**config.mk**
```make
export PLATFORM = sky130hd
export DESIGN_NAME = mips_ctrl_flat
export DESIGN_NICKNAME = d
export VERILOG_FILES = /design/src/rtl/mips_ctrl_pkg.sv /design/src/rtl/mips_ctrl_if.sv /design/src/rtl/mips_ctrl_alu_ctrl.sv /design/src/rtl/mips_ctrl.sv /design/src/flat_wrapper.sv
export SDC_FILE = /design/constraint.sdc
export NUM_CORES = 1
export LEC_CHECK = 0
export CAP_MARGIN = 20
export CORE_MARGIN = 2
export CORE_UTILIZATION = 44
export CTS_CLUSTER_SIZE = 20
export DETAILED_ROUTE_END_ITERATION = 8
export PLACE_DENSITY = 0.88
export SYNTH_ARGS = -nofsm -noshare
export SYNTH_HDL_FRONTEND = slang
export SYNTH_HIERARCHICAL = 1
export SYNTH_SLANG_ARGS = --single-unit
```
**constraint.sdc**
```tcl
create_clock -name clk -period 2.41 [get_ports clk]
set_input_delay 0.482 -clock clk [delete_from_list [all_inputs] [get_ports clk]]
set_output_delay 0.482 -clock clk [all_outputs]
set_load 0.1 [all_outputs]
```
**src/rtl/mips_ctrl_pkg.sv**
```systemverilog
// Shared types and encodings for the multi-cycle MIPS controller: FSM states,
// ALU operation selects, instruction field codes and datapath mux codes.
package mips_ctrl_pkg;

   typedef enum logic [4:0] {
      C_ADD_U = 5'd0,
      C_SUB_U = 5'd1,
      C_MULT  = 5'd2,
      C_MUL_U = 5'd3,
      C_AND   = 5'd4,
      C_OR    = 5'd5,
      C_XOR   = 5'd6,
      C_SRL   = 5'd7,
      C_SLL   = 5'd8,
      C_SRA   = 5'd9,
      C_SLT   = 5'd10,
      C_SLTU  = 5'd11,
      C_MFHI  = 5'd12,
      C_MFLO  = 5'd13,
      C_JR    = 5'd14,
      C_BEQ   = 5'd15,
      C_BNE   = 5'd16,
      C_BLEZ  = 5'd17,
      C_BGTZ  = 5'd18,
      C_BLTZ  = 5'd19,
      C_BGEZ  = 5'd20
   } alu_sel_t;

   typedef enum logic [3:0] {
      S_FETCH    = 4'd0,
      S_DECODE   = 4'd1,
      S_R_EXEC   = 4'd2,
      S_R_WB     = 4'd3,
      S_I_EXEC   = 4'd4,
      S_I_WB     = 4'd5,
      S_MEM_ADDR = 4'd6,
      S_LW_READ  = 4'd7,
      S_LW_WB    = 4'd8,
      S_SW_WRITE = 4'd9,
      S_BRANCH   = 4'd10,
      S_JUMP     = 4'd11,
      S_HALT     = 4'd12
   } state_t;

   // Which family of ALU operation the current state needs.
   typedef enum logic [2:0] {
      CLS_NONE = 3'd0,
      CLS_PC   = 3'd1,
      CLS_R    = 3'd2,
      CLS_I    = 3'd3,
      CLS_MEM  = 3'd4,
      CLS_BR   = 3'd5
   } ctrl_cls_t;

   localparam logic [5:0] OP_RTYPE  = 6'h00;
   localparam logic [5:0] OP_REGIMM = 6'h01;
   localparam logic [5:0] OP_J      = 6'h02;
   localparam logic [5:0] OP_JAL    = 6'h03;
   localparam logic [5:0] OP_BEQ    = 6'h04;
   localparam logic [5:0] OP_BNE    = 6'h05;
   localparam logic [5:0] OP_BLEZ   = 6'h06;
   localparam logic [5:0] OP_BGTZ   = 6'h07;
   localparam logic [5:0] OP_ADDIU  = 6'h09;
   localparam logic [5:0] OP_SLTI   = 6'h0A;
   localparam logic [5:0] OP_SLTIU  = 6'h0B;
   localparam logic [5:0] OP_ANDI   = 6'h0C;
   localparam logic [5:0] OP_ORI    = 6'h0D;
   localparam logic [5:0] OP_XORI   = 6'h0E;
   localparam logic [5:0] OP_SUBIU  = 6'h10;
   localparam logic [5:0] OP_LW     = 6'h23;
   localparam logic [5:0] OP_SW     = 6'h2B;

   localparam logic [5:0] F_SLL   = 6'h00;
   localparam logic [5:0] F_SRL   = 6'h02;
   localparam logic [5:0] F_SRA   = 6'h03;
   localparam logic [5:0] F_JR    = 6'h08;
   localparam logic [5:0] F_MFHI  = 6'h10;
   localparam logic [5:0] F_MFLO  = 6'h12;
   localparam logic [5:0] F_MULT  = 6'h18;
   localparam logic [5:0] F_MULTU = 6'h19;
   localparam logic [5:0] F_ADDU  = 6'h21;
   localparam logic [5:0] F_SUBU  = 6'h23;
   localparam logic [5:0] F_AND   = 6'h24;
   localparam logic [5:0] F_OR    = 6'h25;
   localparam logic [5:0] F_XOR   = 6'h26;
   localparam logic [5:0] F_SLT   = 6'h2A;
   localparam logic [5:0] F_SLTU  = 6'h2B;

   localparam logic [1:0] ALU_SRC_B_REG    = 2'b00;
   localparam logic [1:0] ALU_SRC_B_FOUR   = 2'b01;
   localparam logic [1:0] ALU_SRC_B_IMM    = 2'b10;
   localparam logic [1:0] ALU_SRC_B_IMM_SH = 2'b11;

   localparam logic [1:0] PC_SRC_ALU     = 2'b00;
   localparam logic [1:0] PC_SRC_ALU_OUT = 2'b01;
   localparam logic [1:0] PC_SRC_JUMP    = 2'b10;

   localparam logic [1:0] LOHI_ALU_OUT = 2'b00;
   localparam logic [1:0] LOHI_LO      = 2'b01;
   localparam logic [1:0] LOHI_HI      = 2'b10;

   function automatic logic funct_known(input logic [5:0] f);
      case (f)
         F_SLL, F_SRL, F_SRA, F_JR, F_MFHI, F_MFLO, F_MULT, F_MULTU,
         F_ADDU, F_SUBU, F_AND, F_OR, F_XOR, F_SLT, F_SLTU: return 1'b1;
         default: return 1'b0;
      endcase
   endfunction

endpackage

```
**src/rtl/mips_ctrl_if.sv**
```systemverilog
// Controller <-> datapath bundle: IR fields and branch flag in, all datapath
// enables and mux selects out. master = controller, slave = datapath.
interface mips_ctrl_if;
   import mips_ctrl_pkg::*;

   logic [5:0] ir_opcode;
   logic [4:0] ir_rt;
   logic [5:0] ir_funct;
   logic       branch_taken;

   alu_sel_t   opsel;
   logic       is_signed;
   logic       alu_src_a;
   logic [1:0] alu_src_b;
   logic [1:0] pc_source;
   logic       pc_en;
   logic       i_or_d;
   logic       mem_read;
   logic       mem_write;
   logic       ir_write;
   logic       mem_to_reg;
   logic       reg_dst;
   logic       reg_write;
   logic       jump_and_link;
   logic       hi_en;
   logic       lo_en;
   logic [1:0] alu_lo_hi;
   logic       halted;
   logic       illegal_op;

   modport master (
      input  ir_opcode, ir_rt, ir_funct, branch_taken,
      output opsel, is_signed, alu_src_a, alu_src_b, pc_source, pc_en, i_or_d,
             mem_read, mem_write, ir_write, mem_to_reg, reg_dst, reg_write,
             jump_and_link, hi_en, lo_en, alu_lo_hi, halted, illegal_op
   );

   modport slave (
      output ir_opcode, ir_rt, ir_funct, branch_taken,
      input  opsel, is_signed, alu_src_a, alu_src_b, pc_source, pc_en, i_or_d,
             mem_read, mem_write, ir_write, mem_to_reg, reg_dst, reg_write,
             jump_and_link, hi_en, lo_en, alu_lo_hi, halted, illegal_op
   );
endinterface

```
**src/rtl/mips_ctrl_alu_ctrl.sv**
```systemverilog
// Combinational ALU operation decode: state class plus opcode/funct/rt select
// the ALU operation and the immediate extension mode.
module mips_ctrl_alu_ctrl
   import mips_ctrl_pkg::*;
(
   input  ctrl_cls_t  cls,
   input  logic [5:0] opcode,
   input  logic [5:0] funct,
   input  logic [4:0] rt,
   output alu_sel_t   opsel,
   output logic       is_signed
);

   always_comb begin
      opsel     = C_ADD_U;
      is_signed = 1'b0;
      case (cls)
         CLS_PC:  is_signed = 1'b1;
         CLS_MEM: is_signed = 1'b1;
         CLS_R: begin
            case (funct)
               F_ADDU:  opsel = C_ADD_U;
               F_SUBU:  opsel = C_SUB_U;
               F_MULT:  opsel = C_MULT;
               F_MULTU: opsel = C_MUL_U;
               F_AND:   opsel = C_AND;
               F_OR:    opsel = C_OR;
               F_XOR:   opsel = C_XOR;
               F_SRL:   opsel = C_SRL;
               F_SLL:   opsel = C_SLL;
               F_SRA:   opsel = C_SRA;
               F_SLT:   opsel = C_SLT;
               F_SLTU:  opsel = C_SLTU;
               F_MFHI:  opsel = C_MFHI;
               F_MFLO:  opsel = C_MFLO;
               F_JR:    opsel = C_JR;
               default: opsel = C_ADD_U;
            endcase
         end
         CLS_I: begin
            // Logical immediates are zero-extended, arithmetic/compare ones sign-extended.
            is_signed = !(opcode inside {OP_ANDI, OP_ORI, OP_XORI});
            case (opcode)
               OP_ADDIU: opsel = C_ADD_U;
               OP_SUBIU: opsel = C_SUB_U;
               OP_SLTI:  opsel = C_SLT;
               OP_SLTIU: opsel = C_SLTU;
               OP_ANDI:  opsel = C_AND;
               OP_ORI:   opsel = C_OR;
               OP_XORI:  opsel = C_XOR;
               default:  opsel = C_ADD_U;
            endcase
         end
         CLS_BR: begin
            case (opcode)
               OP_BEQ:    opsel = C_BEQ;
               OP_BNE:    opsel = C_BNE;
               OP_BLEZ:   opsel = C_BLEZ;
               OP_BGTZ:   opsel = C_BGTZ;
               OP_REGIMM: opsel = (rt == 5'd1) ? C_BGEZ : C_BLTZ;
               default:   opsel = C_BEQ;
            endcase
         end
         default: begin
            opsel     = C_ADD_U;
            is_signed = 1'b0;
         end
      endcase
   end

endmodule

```
**src/rtl/mips_ctrl.sv**
```systemverilog
// Multi-cycle MIPS controller: walks each instruction through fetch, decode,
// execute, memory and writeback, driving every datapath enable.
//
// state      | meaning
// FETCH      | read instruction at PC; last cycle loads IR and PC+4
// DECODE     | branch target into alu_out, dispatch on opcode
// R_EXEC     | register-register ALU op (mult/JR finish here)
// R_WB       | write rd from alu_out / LO / HI
// I_EXEC     | register-immediate ALU op
// I_WB       | write rt from alu_out
// MEM_ADDR   | base + signed offset
// LW_READ    | data read at alu_out
// LW_WB      | write rt from MDR
// SW_WRITE   | single-cycle store
// BRANCH     | compare, conditional PC load from alu_out
// JUMP       | PC load from jump target (JAL also links r31)
// HALT       | parked until reset
module mips_ctrl
   import mips_ctrl_pkg::*;
#(
   parameter int unsigned MEM_RD_LAT  = 1,
   parameter logic [5:0]  HALT_OPCODE = 6'h3F
) (
   input logic         clk,
   input logic         rst,
   mips_ctrl_if.master bus
);

   localparam int CNT_W = $clog2(MEM_RD_LAT + 1);
   localparam logic [CNT_W-1:0] LAT_C = CNT_W'(MEM_RD_LAT);

   state_t           state_q, state_d, dispatch_st;
   logic [CNT_W-1:0] cnt_q, cnt_d;
   logic             wait_done;
   logic             dec_illegal;
   logic             is_mult, is_jr;

   logic       mem_read, mem_write, i_or_d, ir_write;
   logic       pc_write, pc_write_cond;
   logic       alu_src_a;
   logic [1:0] alu_src_b, pc_source, alu_lo_hi;
   logic       mem_to_reg, reg_dst, reg_write, jal;
   logic       hi_en, lo_en, halted, illegal_op;
   ctrl_cls_t  cls;

   assign wait_done = (cnt_q == LAT_C);
   assign is_mult   = (bus.ir_funct == F_MULT) || (bus.ir_funct == F_MULTU);
   assign is_jr     = (bus.ir_funct == F_JR);

   always_ff @(posedge clk) begin
      if (rst) begin
         state_q <= S_FETCH;
         cnt_q   <= '0;
      end else begin
         state_q <= state_d;
         cnt_q   <= cnt_d;
      end
   end

   always_comb begin
      dispatch_st = S_FETCH;
      dec_illegal = 1'b0;
      if (bus.ir_opcode == HALT_OPCODE) begin
         dispatch_st = S_HALT;
      end else begin
         case (bus.ir_opcode)
            OP_RTYPE: begin
               if (funct_known(bus.ir_funct)) dispatch_st = S_R_EXEC;
               else                           dec_illegal = 1'b1;
            end
            OP_LW, OP_SW:                                  dispatch_st = S_MEM_ADDR;
            OP_REGIMM, OP_BEQ, OP_BNE, OP_BLEZ, OP_BGTZ:  dispatch_st = S_BRANCH;
            OP_J, OP_JAL:                                  dispatch_st = S_JUMP;
            OP_ADDIU, OP_SUBIU, OP_SLTI, OP_SLTIU,
            OP_ANDI, OP_ORI, OP_XORI:                      dispatch_st = S_I_EXEC;
            default:                                       dec_illegal = 1'b1;
         endcase
      end
   end

   always_comb begin
      state_d = state_q;
      case (state_q)
         S_FETCH:    if (wait_done) state_d = S_DECODE;
         S_DECODE:   state_d = dispatch_st;
         S_R_EXEC:   state_d = (is_mult || is_jr) ? S_FETCH : S_R_WB;
         S_I_EXEC:   state_d = S_I_WB;
         S_MEM_ADDR: state_d = (bus.ir_opcode == OP_LW) ? S_LW_READ : S_SW_WRITE;
         S_LW_READ:  if (wait_done) state_d = S_LW_WB;
         S_HALT:     state_d = S_HALT;
         default:    state_d = S_FETCH;
      endcase

      // Counter restarts from zero on every state entry.
      if (state_d != state_q)
         cnt_d = '0;
      else if (!wait_done && (state_q == S_FETCH || state_q == S_LW_READ))
         cnt_d = cnt_q + CNT_W'(1);
      else
         cnt_d = cnt_q;
   end

   always_comb begin
      mem_read      = 1'b0;
      mem_write     = 1'b0;
      i_or_d        = 1'b0;
      ir_write      = 1'b0;
      pc_write      = 1'b0;
      pc_write_cond = 1'b0;
      alu_src_a     = 1'b0;
      alu_src_b     = ALU_SRC_B_REG;
      pc_source     = PC_SRC_ALU;
      mem_to_reg    = 1'b0;
      reg_dst       = 1'b0;
      reg_write     = 1'b0;
      jal           = 1'b0;
      hi_en         = 1'b0;
      lo_en         = 1'b0;
      alu_lo_hi     = LOHI_ALU_OUT;
      halted        = 1'b0;
      illegal_op    = 1'b0;
      cls           = CLS_NONE;
      // Reset forces every output low so an aborted instruction cannot strobe.
      if (!rst) begin
         case (state_q)
            S_FETCH: begin
               mem_read = 1'b1;
               if (wait_done) begin
                  ir_write  = 1'b1;
                  pc_write  = 1'b1;
                  alu_src_b = ALU_SRC_B_FOUR;
                  cls       = CLS_PC;
               end
            end
            S_DECODE: begin
               alu_src_b  = ALU_SRC_B_IMM_SH;
               illegal_op = dec_illegal;
               cls        = CLS_PC;
            end
            S_R_EXEC: begin
               alu_src_a = 1'b1;
               cls       = CLS_R;
               hi_en     = is_mult;
               lo_en     = is_mult;
               pc_write  = is_jr;
            end
            S_R_WB: begin
               reg_dst   = 1'b1;
               reg_write = 1'b1;
               if (bus.ir_funct == F_MFHI)      alu_lo_hi = LOHI_HI;
               else if (bus.ir_funct == F_MFLO) alu_lo_hi = LOHI_LO;
            end
            S_I_EXEC: begin
               alu_src_a = 1'b1;
               alu_src_b = ALU_SRC_B_IMM;
               cls       = CLS_I;
            end
            S_I_WB:     reg_write = 1'b1;
            S_MEM_ADDR: begin
               alu_src_a = 1'b1;
               alu_src_b = ALU_SRC_B_IMM;
               cls       = CLS_MEM;
            end
            S_LW_READ: begin
               mem_read = 1'b1;
               i_or_d   = 1'b1;
            end
            S_LW_WB: begin
               mem_to_reg = 1'b1;
               reg_write  = 1'b1;
            end
            S_SW_WRITE: begin
               mem_write = 1'b1;
               i_or_d    = 1'b1;
            end
            S_BRANCH: begin
               alu_src_a     = 1'b1;
               pc_write_cond = 1'b1;
               pc_source     = PC_SRC_ALU_OUT;
               cls           = CLS_BR;
            end
            S_JUMP: begin
               pc_write  = 1'b1;
               pc_source = PC_SRC_JUMP;
               jal       = (bus.ir_opcode == OP_JAL);
               reg_write = (bus.ir_opcode == OP_JAL);
            end
            S_HALT:  halted = 1'b1;
            default: ;
         endcase
      end
   end

   mips_ctrl_alu_ctrl u_alu_ctrl (
      .cls       (cls),
      .opcode    (bus.ir_opcode),
      .funct     (bus.ir_funct),
      .rt        (bus.ir_rt),
      .opsel     (bus.opsel),
      .is_signed (bus.is_signed)
   );

   assign bus.pc_en         = pc_write | (pc_write_cond & bus.branch_taken);
   assign bus.mem_read      = mem_read;
   assign bus.mem_write     = mem_write;
   assign bus.i_or_d        = i_or_d;
   assign bus.ir_write      = ir_write;
   assign bus.alu_src_a     = alu_src_a;
   assign bus.alu_src_b     = alu_src_b;
   assign bus.pc_source     = pc_source;
   assign bus.mem_to_reg    = mem_to_reg;
   assign bus.reg_dst       = reg_dst;
   assign bus.reg_write     = reg_write;
   assign bus.jump_and_link = jal;
   assign bus.hi_en         = hi_en;
   assign bus.lo_en         = lo_en;
   assign bus.alu_lo_hi     = alu_lo_hi;
   assign bus.halted        = halted;
   assign bus.illegal_op    = illegal_op;

endmodule

```
**src/flat_wrapper.sv**
```systemverilog
// flat-port wrapper written by rule: the top's interface ports become plain ports
module mips_ctrl_flat import mips_ctrl_pkg::*;
#(
   parameter int unsigned MEM_RD_LAT  = 1,
   parameter logic [5:0]  HALT_OPCODE = 6'h3F
)
  (clk, rst, bus_ir_opcode, bus_ir_rt, bus_ir_funct, bus_branch_taken, bus_opsel, bus_is_signed, bus_alu_src_a, bus_alu_src_b, bus_pc_source, bus_pc_en, bus_i_or_d, bus_mem_read, bus_mem_write, bus_ir_write, bus_mem_to_reg, bus_reg_dst, bus_reg_write, bus_jump_and_link, bus_hi_en, bus_lo_en, bus_alu_lo_hi, bus_halted, bus_illegal_op);
  mips_ctrl_if bus_i ();
  input logic clk;
  input logic rst;
  input wire logic [$bits(bus_i.ir_opcode)-1:0] bus_ir_opcode;
  input wire logic [$bits(bus_i.ir_rt)-1:0] bus_ir_rt;
  input wire logic [$bits(bus_i.ir_funct)-1:0] bus_ir_funct;
  input wire logic [$bits(bus_i.branch_taken)-1:0] bus_branch_taken;
  output wire logic [$bits(bus_i.opsel)-1:0] bus_opsel;
  output wire logic [$bits(bus_i.is_signed)-1:0] bus_is_signed;
  output wire logic [$bits(bus_i.alu_src_a)-1:0] bus_alu_src_a;
  output wire logic [$bits(bus_i.alu_src_b)-1:0] bus_alu_src_b;
  output wire logic [$bits(bus_i.pc_source)-1:0] bus_pc_source;
  output wire logic [$bits(bus_i.pc_en)-1:0] bus_pc_en;
  output wire logic [$bits(bus_i.i_or_d)-1:0] bus_i_or_d;
  output wire logic [$bits(bus_i.mem_read)-1:0] bus_mem_read;
  output wire logic [$bits(bus_i.mem_write)-1:0] bus_mem_write;
  output wire logic [$bits(bus_i.ir_write)-1:0] bus_ir_write;
  output wire logic [$bits(bus_i.mem_to_reg)-1:0] bus_mem_to_reg;
  output wire logic [$bits(bus_i.reg_dst)-1:0] bus_reg_dst;
  output wire logic [$bits(bus_i.reg_write)-1:0] bus_reg_write;
  output wire logic [$bits(bus_i.jump_and_link)-1:0] bus_jump_and_link;
  output wire logic [$bits(bus_i.hi_en)-1:0] bus_hi_en;
  output wire logic [$bits(bus_i.lo_en)-1:0] bus_lo_en;
  output wire logic [$bits(bus_i.alu_lo_hi)-1:0] bus_alu_lo_hi;
  output wire logic [$bits(bus_i.halted)-1:0] bus_halted;
  output wire logic [$bits(bus_i.illegal_op)-1:0] bus_illegal_op;
  assign bus_i.ir_opcode = bus_ir_opcode;
  assign bus_i.ir_rt = bus_ir_rt;
  assign bus_i.ir_funct = bus_ir_funct;
  assign bus_i.branch_taken = bus_branch_taken;
  assign bus_opsel = bus_i.opsel;
  assign bus_is_signed = bus_i.is_signed;
  assign bus_alu_src_a = bus_i.alu_src_a;
  assign bus_alu_src_b = bus_i.alu_src_b;
  assign bus_pc_source = bus_i.pc_source;
  assign bus_pc_en = bus_i.pc_en;
  assign bus_i_or_d = bus_i.i_or_d;
  assign bus_mem_read = bus_i.mem_read;
  assign bus_mem_write = bus_i.mem_write;
  assign bus_ir_write = bus_i.ir_write;
  assign bus_mem_to_reg = bus_i.mem_to_reg;
  assign bus_reg_dst = bus_i.reg_dst;
  assign bus_reg_write = bus_i.reg_write;
  assign bus_jump_and_link = bus_i.jump_and_link;
  assign bus_hi_en = bus_i.hi_en;
  assign bus_lo_en = bus_i.lo_en;
  assign bus_alu_lo_hi = bus_i.alu_lo_hi;
  assign bus_halted = bus_i.halted;
  assign bus_illegal_op = bus_i.illegal_op;
  mips_ctrl #(.MEM_RD_LAT(MEM_RD_LAT), .HALT_OPCODE(HALT_OPCODE)) u_core (.clk(clk), .rst(rst), .bus(bus_i));
endmodule
```
==> summary.md, run 1 <==
| Metric | Value |
|---|---|
| # Post-CTS Setup Buffers | `13` |
| Post-synthesis register bit count | `5` |
| Post-synth top area share | `0.0767` |
| Compound-Gate Fraction of Synth Area | `0.278` |
| Stopped at | `4_1_cts` |
| # port buffers | `45` |
| Chip height | `63.7 um` |
| DPL Wire Length | `5920 um` |
| Status | `stopped before the end` |
| Library cells used by synthesis | `65` |
| Clk sinks | `5` |
| Stop Error | `[ERROR DPL-0033] detailed placement checks failed during check placement.` |
| Ys Warns | `6` |
| Syn Area/Cell | `6.45 sq um` |
| Seq/Total Area, Yosys | `0.0639` |
| Cells resized by post-CTS repair | `71` |
| Bufs on Longest Clock Path | `2` |
| Rows | `21` |
| Post-Synth XOR/XNOR Area | `0.0224` |
| Adder-Cell Fraction of Synth Area | `0.0399` |
| Ys async rst share | `0` |
| CTS buffer count | `3` |
| Post-Synthesis Cells | `243` |
| Synth Cell Area | `1570 sq um` |
| I/O pin cnt | `46` |
| Synth area leaders | `nor2_1 (7.7%), dfxtp_1 (6.4%), nand2_1 (4.6%)` |
| CTS H-tree depth | `1` |
| Die W | `63.7 um` |
| Hold_buf cts | `0` |
| Syn Nets | `268` |
| Mux share of post-synthesis cell area | `0.0208` |
| Commonest register cell after synthesis | `dfxtp_1` |
| EDFF count, synth | `0` |
| Post-Synth Simple-Gate Area | `0.492` |
| Starting Density | `0.462` |
| Leading area contributor after synthesis | `nor2_1` |
| GP Congestion | `0.890` |
| Area after DPL | `3030 sq um` |
| Largest family of logic cells by synthesized area | `simple AND/OR/NAND/NOR gates` |
| Clock root buffer | `clkbuf_4` |
synthesized netlist by cell type (3+ instances only):
cell type	instances
o21ai_0	10
a2111oi_0	3
inv_1	9
a21oi_1	14
nor3_1	10
nand3_1	3
nor4_1	6
buf_2	5
a211oi_1	4
dfxtp_1	5
nand2_1	19
nand2b_1	10
or3_1	6
ha_1	5
o211ai_1	3
nor2b_1	7
nor3b_1	3
nand4_1	5
clkbuf_1	11
nand3b_1	5
and2_1	3
a31oi_1	5
nor2_1	32
o22ai_1	3
nand4b_1	3
stage by stage:
| stage | setup WS (ps) | std cells | util | hold WS, ps |
|---|---|---|---|---|
| after floorplan | -928 | 243 | - | 555 |
| after global placement | -484 | 396 | 0.894 | 656 |
| after detailed placement | -567 | 396 | 0.894 | 675 |
kinds of logic after synthesis:
logic type,Yosys count
mux,3
flops,5
fa+ha+maj,5
buf+inv,29
xor+xnor,4
simple gates,133
compound gates,64
==> inputs of run 2 (changes only) <==
CORE_UTILIZATION = 40   (was 44)
CTS_CLUSTER_SIZE = not set   (was 20)
PLACE_DENSITY = not set   (was 0.88)
PLACE_DENSITY_LB_ADDON = 0.15   (was not set)
clock period = 3.1 ns   (was 2.41 ns; I/O delays follow)
==> summary.md, run 2 <==
| Metric | Value |
|---|---|
| Status | `finished clean` |
| F_max | `0.330 GHz` |
| Hold_buf cts | `0` |
| CTS tree | `built` |
| Worst slew pin tran | `633 ps` |
| Syn Area/Cell | `6.45 sq um` |
| Crit path DAT | `2410 ps` |
| Leading area contributor after synthesis | `nor2_1` |
| Crit Path Class | `input port to output pin` |
| Skew-Pair Late Insertion Delay | `220 ps` |
| Fin util | `0.726` |
| First-pass GRT wire length | `8800 um` |
| Worst Hold Launch | `u_core/state_q[2]$_SDFF_PP0_` |
| Largest net degree at the start of global routing | `16` |
| Initial antenna violation count | `0` |
| CTS H-tree depth | `1` |
| Synth area leaders | `nor2_1 (7.7%), dfxtp_1 (6.4%), nand2_1 (4.6%)` |
| Clock transition at path regs | `40 ps` |
| Syn Nets | `268` |
| CTS buffer count | `3` |
| CP max stage delay | `500 ps` |
| Rows | `22` |
| Chip height | `66.6 um` |
| Leak | `1.04 nW` |
| Worst Path Required | `2480 ps` |
| Max IR drop VDD | `227 uV` |
| I/O pin cnt | `46` |
| Ys async rst share | `0` |
| GRT overflow | `0` |
| Vias in the first global route | `1915` |
| Final Hold Viols | `0` |
| Most common cell in the synthesized netlist | `nor2_1` |
| Clk sinks | `5` |
| RSZ-0062 raised after global routing | `true` |
| CP max-delay cell | `clkdlybuf4s50_1` |
| Clock root buffer | `clkbuf_8` |
| Relative slew slack | `0.567` |
| DPL Wire Length | `3840 um` |
| Post-synth top cells | `nor2_1 (32), nand2_1 (19), a21oi_1 (14), clkbuf_1 (11)` |
| Area after DPL | `2610 sq um` |
| Worst path depth | `8` |
| Post-synth top area share | `0.0767` |
| Placed insts | `353` |
| GP Congestion | `0.890` |
| WL final | `4930 um` |
| PwrDens | `306 nW/um^2` |
| CP max FO | `7` |
| Share of cells above drive strength 1 | `0.332` |
| Setup slack, reg-to-reg | `1100 ps` |
| CP top delay family | `buffers and inverters` |
| Worst hold slack | `578 ps` |
| Worst path cell trace | `clkdlybuf4s50_1 > buf_4 > ha_1 > mux2_2 > nand2_1 > a211o_1 > o211ai_1 > buf_12` |
| Non-filler instance count after layout | `358` |
| Commonest register cell after synthesis | `dfxtp_1` |
| Library cells used by synthesis | `65` |
| Global Route Usage Sum | `0.244` |
| Commonest non-fill, non-tap cells in the layout | `buf_4 (37), nor2_1 (29), buf_12 (27), nand2_1 (18), clkdlybuf4s50_1 (17)` |
| Commonest non-fill, non-tap cell in the layout | `buf_4` |
| NumNets Final | `336` |
| Initial DRC count | `136` |
| # port buffers | `45` |
| Max-cap check violation count | `0` |
| HP Class | `register to register` |
| Design area | `2700 sq um` |
| Startpoint types | `input port` |
| Buffers plus inverters on the worst setup path | `3` |
| EDFF count, synth | `0` |
| Via count | `2077` |
| Max FFs per register | `4` |
| CP Capture Type | `output pin` |
| Final max-slew violation count | `0` |
| Seq/Total Area, Yosys | `0.0639` |
| Antenna diodes | `0` |
| Most flop-heavy register | `u_core/state_q` |
| Worst clock skew | `2.96 ps` |
| Bufs on Longest Clock Path | `2` |
| Final worst-path cycle share | `0.976` |
| Ys Warns | `6` |
| # fillers | `297` |
| Setup violations, final | `0` |
| Post-Synthesis Cells | `243` |
| Crit path from | `bus_ir_funct[1]` |
| Reg2Reg Depth | `5` |
| Routed Antenna Nets | `0` |
| Area Overhead vs Synth | `72.2%` |
| Synth Cell Area | `1570 sq um` |
| Reg2reg start | `u_core/state_q[0]$_SDFF_PP0_` |
| Regs by FF count | `u_core/state_q (4), u_core/cnt_q (1)` |
| WHS Path Cells | `2` |
| Core area | `3720 sq um` |
| Router iterations before antenna repair | `4` |
| Final min period | `3030 ps` |
| Die area | `4430 sq um` |
| Post-route DRC violation count | `0` |
| Die W | `66.6 um` |
| WL per Instance | `13.8 um` |
| Vias/cell | `5.80` |
| Starting Density | `0.422` |
| Post-synthesis register bit count | `5` |
[run 2: layer usage]
metal	GRT usage	wire length, um
met2	0.406	2400
met3	0.0186	234
met1	0.343	2270
met5	0	0
met4	0.0485	31
[run 2: area by class of cell]
type / instances / area (sq um) / share of cell area
clock buffer: 4 / 45.0 / 0.0167
inverter: 9 / 33.8 / 0.0125
multi-input combinational: 209 / 1440 / 0.535
sequential: 5 / 106 / 0.0394
tap: 48 / 60.1 / 0.0223
timing repair buffer: 83 / 1010 / 0.374
[run 2: worst reg2reg max path: cells and delay by family (launching register included)]
kind / cells / cell delay (ps)
simple gates: 2 / 430
flops: 1 / 430
xor+xnor: 1 / 170
compound gates: 2 / 870
[run 2: cell families (layout without fill, tap and decap cells)]
group / count (synthesis) / in the layout / share of synthesized area
AND/OR/NAND/NOR: 133 / 133 / 0.492
AO/OA/AOI/OAI: 64 / 64 / 0.278
buffers and inverters: 29 / 96 / 0.0831
adder cells (fa/ha/maj): 5 / 5 / 0.0399
flip-flops: 5 / 5 / 0.0639
XOR/XNOR: 4 / 4 / 0.0224
multiplexers: 3 / 3 / 0.0208
[run 2: what timing repair did]
item,in CTS,in global routing
pin swaps,5,2
endpoints found under the hold margin,0,0
setup buffers,1,0
endpoints found under the setup margin,1,6
gates resized for setup,2,9
[run 2: report_power, final]
part	switching [mW]	internal, mW	leakage, nW
clock network	0.0357	0.0886	0.0228
logic	0.358	0.244	0.971
registers	0.0239	0.0755	0.0426
total	0.417	0.408	1.04
[run 2: through the flow]
step	total power [mW]	TNS [ps]	setup slack (ps)
floorplan	0.478	-1610	-379
global placement	0.693	-41.2	-41.2
detailed placement	0.696	-64.7	-64.7
CTS	0.824	0	38.6
global route	0.874	-5.80	-5.80
finish	0.826	0	73.5
[run 2: worst paths after layout]
check                                       to
setup / recovery                  bus_opsel[0]
hold / removal    u_core/state_q[2]$_SDFF_PP0_
setup reg to reg     u_core/cnt_q$_SDFFE_PP0P_
hold reg to reg   u_core/state_q[2]$_SDFF_PP0_
No activity file was read; power rests on OpenSTA's default activity.
==> inputs of run 3 (changes only) <==
SETUP_SLACK_MARGIN = 0.2   (was not set)
==> summary.md, run 3 (synthesized netlist as in run 2, its figures left out) <==
| Metric | Value |
|---|---|
| CP max FO | `10` |
| Net Sw Frac | `0.508` |
| Total chip power | `0.869 mW` |
| F_max | `0.339 GHz` |
| Sequential Power Share | `0.115` |
| # fillers | `258` |
| Fin util | `0.781` |
| I/O pin cnt | `46` |
| CTS tree | `built` |
| Share of cells above drive strength 1 | `0.406` |
| Setup WS post-layout | `147 ps` |
| Antenna diodes | `0` |
| Non-filler instance count after layout | `371` |
| Hold_buf cts | `0` |
| Clock network fraction of total power | `0.138` |
| # port buffers | `45` |
| WL final | `5840 um` |
| Regs by FF count | `u_core/state_q (4), u_core/cnt_q (1)` |
| Gate power share | `0.747` |
| GRT overflow | `0` |
| Pre-CTS WS | `-69.7 ps` |
| Reg area | `113 sq um` |
| Setup violations, final | `0` |
| Clk sinks | `5` |
| CP Capture Type | `output pin` |
| Max IR drop VDD | `379 uV` |
| Crit path DAT | `2330 ps` |
| CTS H-tree depth | `1` |
| Commonest non-fill, non-tap cell in the layout | `buf_4` |
| Vias in the first global route | `2045` |
| Starting Density | `0.422` |
| Reg2reg start | `u_core/state_q[3]$_SDFF_PP0_` |
| Reg2Reg Depth | `8` |
| Initial antenna violation count | `0` |
| GP Congestion | `0.879` |
| Worst hold slack | `668 ps` |
| Pint | `0.428 mW` |
| Worst Hold Launch | `u_core/state_q[1]$_SDFF_PP0_` |
| Final worst-path cycle share | `0.952` |
| Commonest non-fill, non-tap cells in the layout | `buf_4 (48), nor2_1 (28), buf_12 (27), nand2_1 (18), a21oi_1 (11)` |
| Crit Path Class | `register to output pin` |
| Skew-Pair Late Insertion Delay | `220 ps` |
| Largest net degree at the start of global routing | `18` |
| Initial DRC count | `191` |
| NumNets Final | `349` |
| Worst slew pin tran | `536 ps` |
| Core area | `3720 sq um` |
| Startpoint types | `register` |
| WHS Path Cells | `2` |
| Global Route Usage Sum | `0.263` |
| Worst Path Required | `2480 ps` |
| Die W | `66.6 um` |
| Most flop-heavy register | `u_core/state_q` |
| Relative slew slack | `0.633` |
| First-pass GRT wire length | `9360 um` |
| DPL Wire Length | `4020 um` |
| Placed insts | `352` |
| CTS buffer count | `3` |
| Die area | `4430 sq um` |
| Multi-input gate area | `1550 sq um` |
| Area Overhead vs Synth | `85.4%` |
| Rows | `22` |
| RSZ-0062 raised after global routing | `true` |
| Final Hold Viols | `0` |
| Worst clock skew | `2.00 ps` |
| PwrDens | `299 nW/um^2` |
| Router iterations before antenna repair | `4` |
| Post-route DRC violation count | `0` |
| WL per Instance | `15.8 um` |
| Clock root buffer | `clkbuf_8` |
| Vias/cell | `5.89` |
| Chip height | `66.6 um` |
| Clock transition at path regs | `40 ps` |
| Crit path from | `u_core/state_q[1]$_SDFF_PP0_` |
| Routed Antenna Nets | `0` |
| Leak | `1.14 nW` |
| Via count | `2187` |
| Max FFs per register | `4` |
| Final max-slew violation count | `0` |
| HP Class | `register to register` |
| Status | `finished clean` |
| Bufs on Longest Clock Path | `2` |
| Max-cap check violation count | `0` |
| NetSw | `0.441 mW` |
| Final min period | `2950 ps` |
## run 3: stage by stage
step	area (sq um)	TNS, ps
after floorplan	1690	-1520
after CTS	2820	0
after detailed placement	2610	-76.3
final	2900	0
after global routing	2900	0
after global placement	2610	-44.0
## run 3: layout make-up
class,instances,share of cell area
inverter,9,0.0116
clock buffer,4,0.0155
timing repair buffer,96,0.380
multi-input combinational,209,0.533
sequential,5,0.0388
tap,48,0.0207
## run 3: path summary, 6_finish.rpt
path	slack [ps]	end
setup reg to reg	1020	u_core/cnt_q$_SDFFE_PP0P_
hold reg to reg	670	u_core/state_q[1]$_SDFF_PP0_
setup / recovery	150	bus_opsel[2]
hold / removal	670	u_core/state_q[1]$_SDFF_PP0_
## run 3: critical path: stages, from the launching register on
cell and delay [ps]:
dfxtp_4 370, or3b_4 390, a21oi_2 170, a21oi_2 50, nor2_2 140, buf_4 140, nand3b_1 130, or3_4 420
o2111ai_4 90, buf_12 200
## run 3: what timing repair did
action	in CTS	in global routing
setup endpoints to repair	12	9
setup buffers	13	2
gates resized for setup	34	14
pin swaps	14	10
## run 3: power groups by stage
stage	clock network, mW	registers, mW	logic, mW
floorplan	0	0.0864	0.393
global placement	0	0.0997	0.590
detailed placement	0	0.101	0.597
CTS	0.121	0.0986	0.618
global route	0.129	0.102	0.685
finish	0.120	0.0997	0.650
## run 3: metal layers
layer | GRT usage | up-vias | share of wire
met1 | 0.324 | 1025 | 0.43
met4 | 0.0740 | 0 | 0.0091
li1 | - | 1073 | -
met2 | 0.463 | 83 | 0.51
met3 | 0.0473 | 6 | 0.058
met5 | 0 | - | 0
